==> src/rtl/add_serial_nib_pkg.sv <==
// Shared ALU definitions for the nibble-serial adder: FSM states, slice width
// and the add/subtract op encoding.
package add_serial_nib_pkg;

    typedef enum logic [1:0] {
        IDLE = 2'd0,
        RUN  = 2'd1,
        DONE = 2'd2
    } state_t;

    localparam int NIB_W = 4;

    localparam logic OP_ADD = 1'b0;
    localparam logic OP_SUB = 1'b1;

endpackage

==> src/rtl/add_serial_nib_add4.sv <==
// 4-bit carry-lookahead adder slice (ADD_4); the single slice the serial
// adder reuses once per nibble.
module add_serial_nib_add4 (
    input  logic       cin,
    input  logic [3:0] a,
    input  logic [3:0] b,
    output logic [3:0] res,
    output logic       cout
);

    logic [3:0] g;
    logic [3:0] p;
    logic [4:0] c;

    assign g = a & b;
    assign p = a ^ b;

    assign c[0] = cin;
    assign c[1] = g[0] | (p[0] & c[0]);
    assign c[2] = g[1] | (p[1] & g[0]) | (p[1] & p[0] & c[0]);
    assign c[3] = g[2] | (p[2] & g[1]) | (p[2] & p[1] & g[0])
                | (p[2] & p[1] & p[0] & c[0]);
    assign c[4] = g[3] | (p[3] & g[2]) | (p[3] & p[2] & g[1])
                | (p[3] & p[2] & p[1] & g[0])
                | (p[3] & p[2] & p[1] & p[0] & c[0]);

    assign res  = p ^ c[3:0];
    assign cout = c[4];

endmodule

==> src/rtl/add_serial_nib.sv <==
// Nibble-serial WIDTH-bit adder/subtractor built around one ADD_4 slice.
// state | meaning
// IDLE  | ready for operands; previous result held on res/cout/ovf/zero
// RUN   | one nibble per cycle through the slice, LSB nibble first
// DONE  | result presented with out_valid until out_ready
module add_serial_nib
    import add_serial_nib_pkg::*;
#(
    parameter int WIDTH = 32
) (
    input  logic             clk,
    input  logic             rst,
    input  logic             in_valid,
    output logic             in_ready,
    input  logic             op_sub,
    input  logic [WIDTH-1:0] a,
    input  logic [WIDTH-1:0] b,
    output logic             out_valid,
    input  logic             out_ready,
    output logic [WIDTH-1:0] res,
    output logic             cout,
    output logic             ovf,
    output logic             zero
);

    localparam int NIB   = WIDTH / NIB_W;
    localparam int CNT_W = $clog2(NIB);

    state_t             state;
    state_t             state_nxt;
    logic [WIDTH-1:0]   opa;
    logic [WIDTH-1:0]   opb;
    logic [WIDTH-1:0]   acc;
    logic [WIDTH-1:0]   acc_nxt;
    logic [WIDTH-1:0]   b_eff;
    logic [CNT_W-1:0]   cnt;
    logic               carry;
    logic               sign_a;
    logic               sign_b;
    logic               last;
    logic [NIB_W-1:0]   slice_sum;
    logic               slice_cout;

    add_serial_nib_add4 u_add4 (
        .cin  (carry),
        .a    (opa[NIB_W-1:0]),
        .b    (opb[NIB_W-1:0]),
        .res  (slice_sum),
        .cout (slice_cout)
    );

    assign b_eff   = (op_sub == OP_SUB) ? ~b : b;
    assign last    = (cnt == CNT_W'(NIB - 1));
    assign acc_nxt = {slice_sum, acc[WIDTH-1:NIB_W]};

    always_ff @(posedge clk or posedge rst) begin
        if (rst) begin
            state <= IDLE;
        end else begin
            state <= state_nxt;
        end
    end

    always_comb begin
        state_nxt = state;
        case (state)
            IDLE:    if (in_valid) state_nxt = RUN;
            RUN:     if (last) state_nxt = DONE;
            DONE:    if (out_ready) state_nxt = IDLE;
            default: state_nxt = IDLE;
        endcase
    end

    always_comb begin
        in_ready  = (state == IDLE);
        out_valid = (state == DONE);
    end

    // Result registers load only on the final nibble, so a partial sum never
    // reaches res and the last result survives through IDLE.
    always_ff @(posedge clk or posedge rst) begin
        if (rst) begin
            opa    <= '0;
            opb    <= '0;
            acc    <= '0;
            cnt    <= '0;
            carry  <= 1'b0;
            sign_a <= 1'b0;
            sign_b <= 1'b0;
            res    <= '0;
            cout   <= 1'b0;
            ovf    <= 1'b0;
            zero   <= 1'b0;
        end else begin
            case (state)
                IDLE: begin
                    if (in_valid) begin
                        opa    <= a;
                        opb    <= b_eff;
                        carry  <= (op_sub == OP_SUB);
                        cnt    <= '0;
                        sign_a <= a[WIDTH-1];
                        sign_b <= b_eff[WIDTH-1];
                    end
                end
                RUN: begin
                    acc   <= acc_nxt;
                    opa   <= opa >> NIB_W;
                    opb   <= opb >> NIB_W;
                    carry <= slice_cout;
                    cnt   <= cnt + CNT_W'(1);
                    if (last) begin
                        res  <= acc_nxt;
                        cout <= slice_cout;
                        zero <= (acc_nxt == '0);
                        ovf  <= (sign_a == sign_b) && (acc_nxt[WIDTH-1] != sign_a);
                    end
                end
                default: ;
            endcase
        end
    end

endmodule
==> config.mk <==
export PLATFORM = sky130hd
export DESIGN_NAME = add_serial_nib
export DESIGN_NICKNAME = d
export VERILOG_FILES = /design/src/rtl/add_serial_nib_pkg.sv /design/src/rtl/add_serial_nib_add4.sv /design/src/rtl/add_serial_nib.sv
export SDC_FILE = /design/constraint.sdc
export NUM_CORES = 1
export LEC_CHECK = 0
export ABC_CLOCK_PERIOD_IN_PS = 4700
export BUFFER_PORTS_ARGS = -buffer_cell sky130_fd_sc_hd__buf_2
export CELL_PAD_IN_SITES_DETAIL_PLACEMENT = 2
export CELL_PAD_IN_SITES_GLOBAL_PLACEMENT = 2
export CORE_ASPECT_RATIO = 0.75
export CORE_UTILIZATION = 35
export DETAILED_ROUTE_END_ITERATION = 10
export PLACE_DENSITY_LB_ADDON = 0.1
export SYNTH_ARGS = -nofsm -noshare
export SYNTH_HDL_FRONTEND = slang
export SYNTH_HIERARCHICAL = 1
export SYNTH_SLANG_ARGS = --single-unit
==> constraint.sdc <==
create_clock -name clk -period 4.7 [get_ports clk]
set_input_delay 0.235 -clock clk [delete_from_list [all_inputs] [get_ports clk]]
set_output_delay 0.235 -clock clk [all_outputs]
set_load 0.02 [all_outputs]
## Yosys cells after proc, flatten, opt, wreduce, memory -nomap -nowiden

Index checks and enable logic that the tools add are counted.

- Output and inout port bits: 37
- Word-level logic and storage cells: 72
- Input bits: 69
- Register bits: 139

- Eq/ne operators: 8
- Reductions and logical operators: 8
- $add $sub $neg: 1
- Bitwise operators: 30
- Multiplexer cells: 13

Operators with widths:

| cell | count |
|---|---|
| $pmux 32 s2 | 2 |
| $mux 32 | 3 |
| $logic_not 32->1 | 1 |
| $not 32->32 | 1 |
| $and 1x1->1 | 16 |
| $or 1x1->1 | 10 |
| $xor 4x4->4 | 2 |
| $mux 2 | 3 |
| $pmux 2 s3 | 1 |
| $pmux 3 s2 | 1 |
| $reduce_and 2->1 | 3 |
| $and 4x4->4 | 1 |
| $ne 2x2->1 const B | 2 |
| $add 3x1->3 const B | 1 |
| $eq 3x3->1 const B | 1 |
| $mux 3 | 1 |
| $reduce_and 3->1 | 1 |
| $eq 2x1->1 const B | 1 |
| $eq 2x2->1 const B | 1 |
| $logic_not 2->1 | 1 |
| $ne 2x1->1 const B | 1 |
| $pmux 1 s2 | 1 |
| $reduce_bool 2->1 | 1 |
| $eq 1x1->1 | 1 |
| 3 further kinds | 3 |

## Longest topological paths before layout

Gate-level depths: netlist (run 1).

- Word-level depth: 8
- Gate-level depth with buffers: 7
- Mapped depth without buffers: 7

## Hierarchy

Netlist (run 1), hierarchy kept.

Modules (own cells, without submodules):

| module | seq. area each (um2) | cells each | area an instance (um2) | times used |
|---|---|---|---|---|
| add_serial_nib | 3378.2 | 560 | 5811.8 | 1 |
| add_serial_nib_add4 | 0.0 | 13 | 132.6 | 1 |

## Worst setup path before layout (run 1)

No wires, ideal clock.

- Kind: register to register
- Start point: reg opa[0]
- End point: reg zero
- Stages on the path, launching flop included: 8
- Period minus slack after synthesis: 1839 ps
- Library setup time: 95 ps
- Required time: 4605 ps
- Arrival: 1744 ps
- Slack: 2861 ps
- Buffers on the path: 0
- Cell sequence: dfrtp_1 > ha_1 > a21o_1 > a31o_1 > xor2_1 > nor4_1 > nand4_1 > o31ai_1

- Longest elaborated chain between the ends: 6
- Elaborated cells between the ends (all ways): 16
- Classes of those cells: bitwise (15); reduce/logical (1)

RTL lines:

| what | line | text |
|---|---|---|
| start, declared | add_serial_nib.sv:31 | `logic [WIDTH-1:0] opa;` |
| start signal, assigned | add_serial_nib.sv:108 | `opa <= opa >> NIB_W;` |
| $and 4x4->4 or $xor 4x4->4 (tied branches) | add_serial_nib_add4.sv:15, add_serial_nib_add4.sv:16 |  |
| $and 1x1->1, on equally long branches | add_serial_nib_add4.sv:21, add_serial_nib_add4.sv:22 |  |
| $or 1x1->1 or $and 1x1->1 (tied branches) | add_serial_nib_add4.sv:21, add_serial_nib_add4.sv:22 |  |
| $or 1x1->1 (*) | add_serial_nib_add4.sv:22 | `\| (p[2] & p[1] & p[0] & c[0]);` |
| $xor 4x4->4 (*) | add_serial_nib_add4.sv:27 | `assign res = p ^ c[3:0];` |
| net slice_sum[3] | add_serial_nib.sv:41 | `logic [NIB_W-1:0] slice_sum;` |
| $logic_not 32->1 (*) | add_serial_nib.sv:115 | `zero <= (acc_nxt == '0);` |
| end signal, assigned | add_serial_nib.sv:115 |  |
| end, declared | add_serial_nib.sv:23 | `output logic zero` |

Mark *: on every way through the listed nets, which the timed path passes. The rest lies on a longest branch.
A chain may end at the register's enable or synchronous reset.

## Worst setup path in the final report (run 1)

- Start point: reg opb[0]
- End point: reg zero

- Longest elaborated chain between the ends: 6
- Elaborated cells between the ends (all ways): 16
- Classes of those cells: bitwise (15); reduce/logical (1)

RTL lines:

| what | line | text |
|---|---|---|
| start, declared | add_serial_nib.sv:32 | `logic [WIDTH-1:0] opb;` |
| start signal, assigned | add_serial_nib.sv:109 | `opb <= opb >> NIB_W;` |
| $and 4x4->4 or $xor 4x4->4 (tied branches) | add_serial_nib_add4.sv:15, add_serial_nib_add4.sv:16 |  |
| $and 1x1->1, on equally long branches | add_serial_nib_add4.sv:21, add_serial_nib_add4.sv:22 |  |
| $or 1x1->1 or $and 1x1->1 (tied branches) | add_serial_nib_add4.sv:21, add_serial_nib_add4.sv:22 |  |
| $or 1x1->1 (*) | add_serial_nib_add4.sv:22 |  |
| $xor 4x4->4 (*) | add_serial_nib_add4.sv:27 |  |
| net slice_sum[3] | add_serial_nib.sv:41 |  |
| $logic_not 32->1 (*) | add_serial_nib.sv:115 |  |

Marked as above.

==> load_flow_metrics.sql, run 1 <==
INSERT INTO impl_metrics (metric_group, metric, value, unit) VALUES
('run_status', 'status', 'finished with violations', ''),
('run_status', 'violations', 'DRC, hold timing', ''),
('timing', 'final.setup.tns', '0', 'ps'),
('critical_path', 'cp-startpoint', 'opb[0]', ''),
('timing', 'setup_viol', '0', ''),
('logic_synthesis', 'ys_warn_count', '6', ''),
('power_and_ir_drop', 'switching_share', '0.400', ''),
('clocking', 'postCtsSetupBuffers', '0', ''),
('logic_synthesis', 'syn-num-nets', '649', ''),
('final_layout', 'post-route-util', '0.439', ''),
('clocking', 'htree_num_levels', '4', ''),
('global_routing', 'grt.overflow.total', '0', ''),
('power_and_ir_drop', 'power_leakage', '0.00353', 'uW'),
('clocking', 'cts.reportedPaths.clkPinSlew', '60', 'ps'),
('critical_path', 'timing.setup.critical_path_class', 'flop to flop', ''),
('timing', 'worst_slew_margin_rel', '0.310', ''),
('detailed_routing', 'dr_wl_met2', '7710', 'um'),
('critical_path', 'path_buf_inv', '0', ''),
('power_and_ir_drop', 'power.share.sequential', '0.398', ''),
('power_and_ir_drop', 'p_int', '3140', 'uW'),
('critical_path', 'critical_path_required', '5020', 'ps'),
('power_and_ir_drop', 'combinationalPowerShare', '0.357', ''),
('critical_path', 'worst-path-stages', '7', ''),
('place', 'dp_wirelength', '10800', 'um'),
('power_and_ir_drop', 'largest_vdd_supply_drop', '0.284', 'mV'),
('timing', 'timing.final.crit_share', '0.475', ''),
('timing', 'post_route_clock_skew', '7.23', 'ps'),
('final_layout', 'fin_nets', '739', ''),
('critical_path', 'critical_path_cell_by_cell', 'ha_1 > a21o_1 > a31o_1 > xor2_1 > nor4_1 > nand4_1 > o31ai_1', ''),
('global_routing', 'grt_max_degree', '97', ''),
('detailed_routing', 'route.final.wire_length', '16600', 'um'),
('global_routing', 'global_route_total_usage_across_every_layer', '0.205', ''),
('clocking', 'postCtsHoldBufs', '1', ''),
('detailed_routing', 'routed_metal_1_wirelength', '8050', 'um'),
('power_and_ir_drop', 'cellPowerDensity', '732', 'nW/um^2'),
('detailed_routing', 'highest-signal-layer', 'met4', ''),
('die', 'fp.dieArea', '17500', 'um^2'),
('clocking', 'cts_tree', 'built', ''),
('critical_path', 'r2r_slack', '2470', 'ps'),
('timing', 'final-hold-violation-count', '10', ''),
('global_routing', 'first_global_vias', '4941', ''),
('critical_path', 'rr_startpoint', 'opb[0]', ''),
('clocking', 'cts_root_buf', 'sky130_fd_sc_hd__clkbuf_16', ''),
('detailed_routing', 'vias', '4505', ''),
('timing', 'drv_slew', '0', ''),
('logic_synthesis', 'post_synth_instance_area', '5940', 'um^2'),
('power_and_ir_drop', 'netSwitchingPower', '2090', 'uW'),
('detailed_routing', 'wl_per_cell', '18.7', 'um'),
('logic_synthesis', 'netlist_instances', '573', ''),
('detailed_routing', 'viasPerCell', '5.08', ''),
('clocking', 'worstSkewPairLatency', '430', 'ps'),
('detailed_routing', 'post-route-drc-count', '4', ''),
('critical_path', 'endpoint_kind', 'flop', ''),
('logic_synthesis', 'post_synth_edffs', '0', ''),
('critical_path', 'crit_path_max_incr_delay', '450', 'ps'),
('final_layout', 'synthToLayoutAreaGrowth', '20.4', '%'),
('logic_synthesis', 'synthTopCellsByCount', 'sky130_fd_sc_hd__nand2_1, sky130_fd_sc_hd__dfrtp_1, sky130_fd_sc_hd__nor2_1, sky130_fd_sc_hd__mux2_2, sky130_fd_sc_hd__xnor2_1', ''),
('logic_synthesis', 'synth-seq-area-share', '0.568', ''),
('final_layout', 'drive_gt1_frac', '0.269', ''),
('logic_synthesis', 'synth_area_leaders', 'sky130_fd_sc_hd__dfrtp_1, sky130_fd_sc_hd__nand2_1, sky130_fd_sc_hd__mux2_2', ''),
('detailed_routing', 'met3RoutedLength', '621', 'um'),
('logic_synthesis', 'yosysTopAreaCellShare', '0.568', ''),
('logic_synthesis', 'synth_top_cell_by_area', 'sky130_fd_sc_hd__dfrtp_1', ''),
('place', 'port_buffers', '105', ''),
('timing', 'grt_setup_unrepaired', 'false', ''),
('logic_synthesis', 'post_synth.cell_area_avg', '10.4', 'um^2'),
('worst_hold_path', 'timing.hold.worst.class', 'primary input to async pin', ''),
('die', 'placement_rows', '40', ''),
('timing', 'hold_slack', '-33.9', 'ps'),
('clocking', 'cts_repair_resize_count', '0', ''),
('critical_path', 'cp_data_arrival_time', '2550', 'ps');
[sequential cells by signal, summed over array words and instances, names as in the netlist, 2 cells and up]
name,cells
acc,28
cnt,3
opa,32
opb,32
res,32
state,2
[layout by cell type, fill, tap and decap left out, types with 2 or more instances in the layout]
master / synthesis / layout
sky130_fd_sc_hd__a21oi_1: 2 / 2
sky130_fd_sc_hd__clkbuf_16: 0 / 17
sky130_fd_sc_hd__nor4_1: 8 / 8
sky130_fd_sc_hd__clkinv_4: 0 / 4
sky130_fd_sc_hd__mux2_2: 33 / 33
sky130_fd_sc_hd__a31oi_1: 29 / 29
sky130_fd_sc_hd__clkinv_2: 0 / 3
sky130_fd_sc_hd__a21o_1: 3 / 3
sky130_fd_sc_hd__dfrtp_1: 135 / 135
sky130_fd_sc_hd__nor2_1: 60 / 60
sky130_fd_sc_hd__clkinvlp_4: 0 / 4
sky130_fd_sc_hd__xor2_1: 3 / 3
sky130_fd_sc_hd__ha_1: 6 / 6
sky130_fd_sc_hd__nand4_1: 2 / 2
sky130_fd_sc_hd__xnor2_1: 32 / 32
sky130_fd_sc_hd__inv_6: 0 / 3
sky130_fd_sc_hd__nand2_1: 162 / 162
sky130_fd_sc_hd__nand3_1: 8 / 8
sky130_fd_sc_hd__o21ai_1: 2 / 2
sky130_fd_sc_hd__a221o_1: 28 / 28
sky130_fd_sc_hd__buf_4: 3 / 6
sky130_fd_sc_hd__o21ai_0: 4 / 4
sky130_fd_sc_hd__buf_2: 22 / 105
[per-layer routing]
| metal | global-route usage | up-vias |
|---|---|---|
| li1 | - | 2120 |
| met1 | 0.273 | 2288 |
| met2 | 0.327 | 81 |
| met3 | 0.0588 | 16 |
| met4 | 0.0586 | 0 |
| met5 | 0 | - |
[how the worst min path moves through the flow]
stage / from / endpoint / slack (ps) / depth (start not counted)
after floorplan: a[28] / opa[28] / 340 / 2
after global placement: a[29] / opa[29] / 440 / 3
after detailed placement: a[29] / opa[29] / 440 / 3
after CTS: rst / res[0] / 8 / 2
after global routing: a[30] / opa[30] / 20 / 3
final: rst / res[26] / -30 / 2
[layout make-up]
cell class                 instances  area [um^2]
timing repair buffer             112          581
clock inverter                    14          128
clock buffer                      18          439
sequential                       135         3380
tap                              210          263
inverter                           2         12.5
fill                            1727         9160
multi-input combinational        395         2350
[worst reg2reg max path, cell delays in order (launching register included)]
cell and delay (ps):
sky130_fd_sc_hd__dfrtp_1 450, sky130_fd_sc_hd__ha_1 300, sky130_fd_sc_hd__a21o_1 190, sky130_fd_sc_hd__a31o_1 240, sky130_fd_sc_hd__xor2_1 220, sky130_fd_sc_hd__nor4_1 210, sky130_fd_sc_hd__nand4_1 190, sky130_fd_sc_hd__o31ai_1 320
[per-stage QoR]
stage	power, uW	hold slack (ps)	worst slack (ps)	instance area (um^2)	std cells
2_1_floorplan	3360	340	854	5940	573
3_3_place_gp	3860	438	2530	6580	853
3_5_place_dp	3980	440	2530	6580	853
4_1_cts	5320	8.02	2440	7160	886
5_1_grt	5620	22.6	2340	7160	886
6_report	5240	-33.9	2470	7160	886
[kinds of logic (layout without fill, tap and decap cells)]
group | count (synthesis) | after routing | synth area share
AOI/OAI and AO/OA | 73 | 73 | 0.0949
xor gates and xnor gates | 35 | 35 | 0.0516
adders and majority gates | 7 | 7 | 0.0160
buffers and inverters | 43 | 146 | 0.0387
DFF | 135 | 135 | 0.568
muxes | 33 | 33 | 0.0625
and+or+nand+nor | 247 | 247 | 0.168
[power groups by stage]
stage / sequential (uW) / clock [uW] / combinational, uW
2_1_floorplan: 2070 / 0 / 1280
3_3_place_gp: 2060 / 0 / 1800
4_1_cts: 2090 / 1310 / 1920
6_report: 2080 / 1290 / 1870
3_5_place_dp: 2090 / 0 / 1890
5_1_grt: 2160 / 1360 / 2100
Power figures use the tool's default switching activity.
==> run 2: changes to the inputs <==
--- a/config.mk
+++ b/config.mk
@@ -5,12 +5,12 @@
 export SDC_FILE = /design/constraint.sdc
 export NUM_CORES = 1
 export LEC_CHECK = 0
-export ABC_CLOCK_PERIOD_IN_PS = 4700
+export ABC_CLOCK_PERIOD_IN_PS = 2000
 export BUFFER_PORTS_ARGS = -buffer_cell sky130_fd_sc_hd__buf_2
 export CELL_PAD_IN_SITES_DETAIL_PLACEMENT = 2
 export CELL_PAD_IN_SITES_GLOBAL_PLACEMENT = 2
 export CORE_ASPECT_RATIO = 0.75
-export CORE_UTILIZATION = 35
+export CORE_UTILIZATION = 32
 export DETAILED_ROUTE_END_ITERATION = 10
 export PLACE_DENSITY_LB_ADDON = 0.1
 export SYNTH_ARGS = -nofsm -noshare
==> constraint.sdc (replaced) <==
create_clock -name clk -period 2 [get_ports clk]
set_input_delay 0.1 -clock clk [delete_from_list [all_inputs] [get_ports clk]]
set_output_delay 0.1 -clock clk [all_outputs]
set_load 0.02 [all_outputs]
==> run 2 against run 1 <==
Effect of this change: global-route usage decreased by 0.26 points; largest cell class unchanged; non-clock buffer count is 58 higher; maximum frequency increased by 9.6%; critical endpoint unchanged; the run ends with setup timing left; die area grew 9.2%; highest routed layer unchanged; critical path depth unchanged; sequential cell count unchanged; clock-buffer cell count grew 1; clock power rose to 2.7 times the previous value.
==> load_flow_metrics.sql, run 2 (synthesis results as in run 1) <==
INSERT INTO impl_metrics (metric_group, metric, value, unit) VALUES
('clocking', 'cts.reportedPaths.clkPinSlew', '60', 'ps'),
('run_status', 'status', 'finished with violations', ''),
('power_and_ir_drop', 'power_leakage', '0.00386', 'uW'),
('detailed_routing', 'drtPass1Iterations', '5', ''),
('final_layout', 'final_layout_fill_cell_count', '1890', ''),
('final_layout', 'drive_gt1_frac', '0.285', ''),
('global_routing', 'grt_first_pass_wirelength', '29600', 'um'),
('place', 'finalWeightedCongestion', '0.713', ''),
('clocking', 'clock_sinks', '135', ''),
('final_layout', 'reg_area', '3380', 'um^2'),
('run_status', 'violations', 'setup timing', ''),
('timing', 'post_route_clock_skew', '8.92', 'ps'),
('final_layout', 'diodes', '0', ''),
('detailed_routing', 'post-route-drc-count', '0', ''),
('critical_path', 'crit_path_start_kind', 'flop', ''),
('power_and_ir_drop', 'largest_vdd_supply_drop', '0.614', 'mV'),
('clocking', 'worstSkewPairLatency', '420', 'ps'),
('critical_path', 'r2r_cells', '7', ''),
('final_layout', 'most-common-layout-cells', 'sky130_fd_sc_hd__nand2_1, sky130_fd_sc_hd__dfrtp_1, sky130_fd_sc_hd__buf_2', ''),
('die', 'dieHeight', '120', 'um'),
('global_routing', 'global_route_total_usage_across_every_layer', '0.202', ''),
('global_routing', 'grt_max_degree', '70', ''),
('die', 'floorplan.core_area', '17900', 'um^2'),
('timing', 'grt_setup_unrepaired', 'true', ''),
('detailed_routing', 'final_antenna_net_count', '0', ''),
('clocking', 'cts_root_buf', 'sky130_fd_sc_hd__clkbuf_16', ''),
('power_and_ir_drop', 'cellPowerDensity', '1710', 'nW/um^2'),
('power_and_ir_drop', 'switching_share', '0.378', ''),
('worst_hold_path', 'whs_path_depth', '3', ''),
('critical_path', 'crit_path_max_incr_delay', '380', 'ps'),
('detailed_routing', 'viasPerCell', '4.89', ''),
('power_and_ir_drop', 'design_power_total', '13500', 'uW'),
('power_and_ir_drop', 'p_int', '8410', 'uW'),
('timing', 'drv_slew', '0', ''),
('detailed_routing', 'wl_per_cell', '18.5', 'um'),
('global_routing', 'grt_antenna_before_repair', '0', ''),
('worst_hold_path', 'timing.hold.worst.class', 'primary input to flop', ''),
('detailed_routing', 'drtIter0Drc', '235', ''),
('power_and_ir_drop', 'netSwitchingPower', '5100', 'uW'),
('die', 'chipWidth', '159', 'um'),
('power_and_ir_drop', 'clk_network_pwr_share', '0.260', ''),
('critical_path', 'endpoint_kind', 'flop', ''),
('job', 'maxCapViolations', '0', ''),
('final_layout', 'mostFrequentLayoutCell', 'sky130_fd_sc_hd__nand2_1', ''),
('critical_path', 'critical-path-top-delay-family', 'compound AO/OA/AOI/OAI gates', ''),
('timing', 'final-hold-violation-count', '0', ''),
('final_layout', 'fin_nets', '797', ''),
('critical_path', 'cp_data_arrival_time', '2360', 'ps'),
('timing', 'finalWorstSetupSlack', '-38.7', 'ps'),
('timing', 'worst_slew_margin_rel', '0.608', ''),
('timing', 'period_needed', '2040', 'ps'),
('critical_path', 'path_buf_inv', '0', ''),
('clocking', 'htree_num_levels', '4', ''),
('power_and_ir_drop', 'power.share.sequential', '0.360', ''),
('timing', 'tightest_slew', '587', 'ps'),
('timing', 'timing.fmax', '0.491', 'GHz'),
('global_routing', 'first_global_vias', '5361', ''),
('place', 'port_buffers', '105', ''),
('critical_path', 'critical_path_peak_fanout', '2', ''),
('timing', 'hold_slack', '23.5', 'ps'),
('die', 'initial_core_util', '0.332', ''),
('critical_path', 'worst-path-stages', '7', ''),
('die', 'pin_count', '106', ''),
('critical_path', 'cpMaxStageDelayCell', 'sky130_fd_sc_hd__dfrtp_1', ''),
('clocking', 'tritoncts.num_buffers', '17', ''),
('final_layout', 'footprint_of_the_multi_input_gates', '2380', 'um^2'),
('timing', 'setup_viol', '1', ''),
('timing', 'timing.final.crit_share', '1.02', ''),
('detailed_routing', 'route.final.wire_length', '18100', 'um'),
('global_routing', 'grt.overflow.total', '0', ''),
('power_and_ir_drop', 'combinationalPowerShare', '0.380', ''),
('clocking', 'clk_path_buf_depth', '2', ''),
('final_layout', 'reg_top3', 'opa (32), opb (32), res (32)', ''),
('critical_path', 'critical_path_required', '2320', 'ps'),
('critical_path', 'timing.setup.critical_path_class', 'flop to flop', ''),
('die', 'fp.dieArea', '19100', 'um^2'),
('die', 'placement_rows', '42', ''),
('detailed_routing', 'vias', '4771', ''),
('place', 'dp_wirelength', '11600', 'um'),
('final_layout', 'synthToLayoutAreaGrowth', '33.3', '%'),
('critical_path', 'critical_path_cell_by_cell', 'ha_1 > a21o_1 > a31o_1 > xor2_2 > nor4_1 > nand4_1 > o31ai_2', ''),
('final_layout', 'post-route-util', '0.442', ''),
('clocking', 'cts_tree', 'built', '');
==> run 2: changes by cell type in the layout (fill, tap and decap cells not counted), sizes merged <==
cell,change
bufinv,+4
buf,+23
inv,-3
dlygate4sd3,+35
clkbuf,+1
clkinv,-2
==> run 2: worst min-delay path, delay by kind of cell <==
kind            cells  cell delay [ps]
compound gates      1              110
buf+inv             1               90
simple gates        1               90
==> run 2: layout make-up <==
class / count / area share
flip-flops and latches: 135 / 0.426
multi-input cells: 395 / 0.301
repair buffers: 170 / 0.150
clock buffers: 19 / 0.0572
well taps: 242 / 0.0382
clock inverters: 13 / 0.0254
inverters: 2 / 0.00142
==> run 2: metrics by stage <==
| stage | setup WS (ps) | area (um^2) | TNS, ps | std cells |
|---|---|---|---|---|
| after detailed placement | -17.2 | 6830 | -17.2 | 902 |
| after global placement | 76.8 | 6830 | 0 | 902 |
| after global routing | -91.9 | 7920 | -119 | 976 |
| after CTS | -103 | 7900 | -103 | 973 |
| after floorplan | 161 | 5950 | 0 | 573 |
| final | -38.7 | 7920 | -38.7 | 976 |
==> run 2: final timing paths <==
kind                         from  endpoint  slack (ps)
min in group asynchronous     rst   res[22]         290
min reg2reg                   ovf       ovf         480
min                          a[0]    opa[0]          20
max reg2reg                opa[0]      zero         -40
max in group asynchronous     rst   opb[12]        1010
max                        opa[0]      zero         -40
==> run 2: power by group through the flow <==
stage	clock, uW	sequential, uW	combinational [uW]
5_1_grt	3690	5020	5700
3_5_place_dp	0	4890	4770
2_1_floorplan	0	4870	3020
3_3_place_gp	0	4840	4600
4_1_cts	3590	4880	5080
6_report	3510	4870	5140
==> run 2: routing by layer <==
metal  up-vias  routed length (um)  GRT usage
li1       2233                   -          -
met1      2438                8700      0.270
met2        88                8650      0.333
met3        12                 543     0.0429
met4         0                 160     0.0529
met5         -                   0          0
==> run 2: what timing repair did <==
| action | 4_1_cts | 5_1_grt |
|---|---|---|
| hold buffers | 36 | 0 |
| buffers inserted | 3 | 3 |
| setup endpoints to repair | 2 | 2 |
| hold endpoints to repair | 56 | 0 |
| resized for setup | 3 | 2 |
| pin swaps | 7 | 5 |
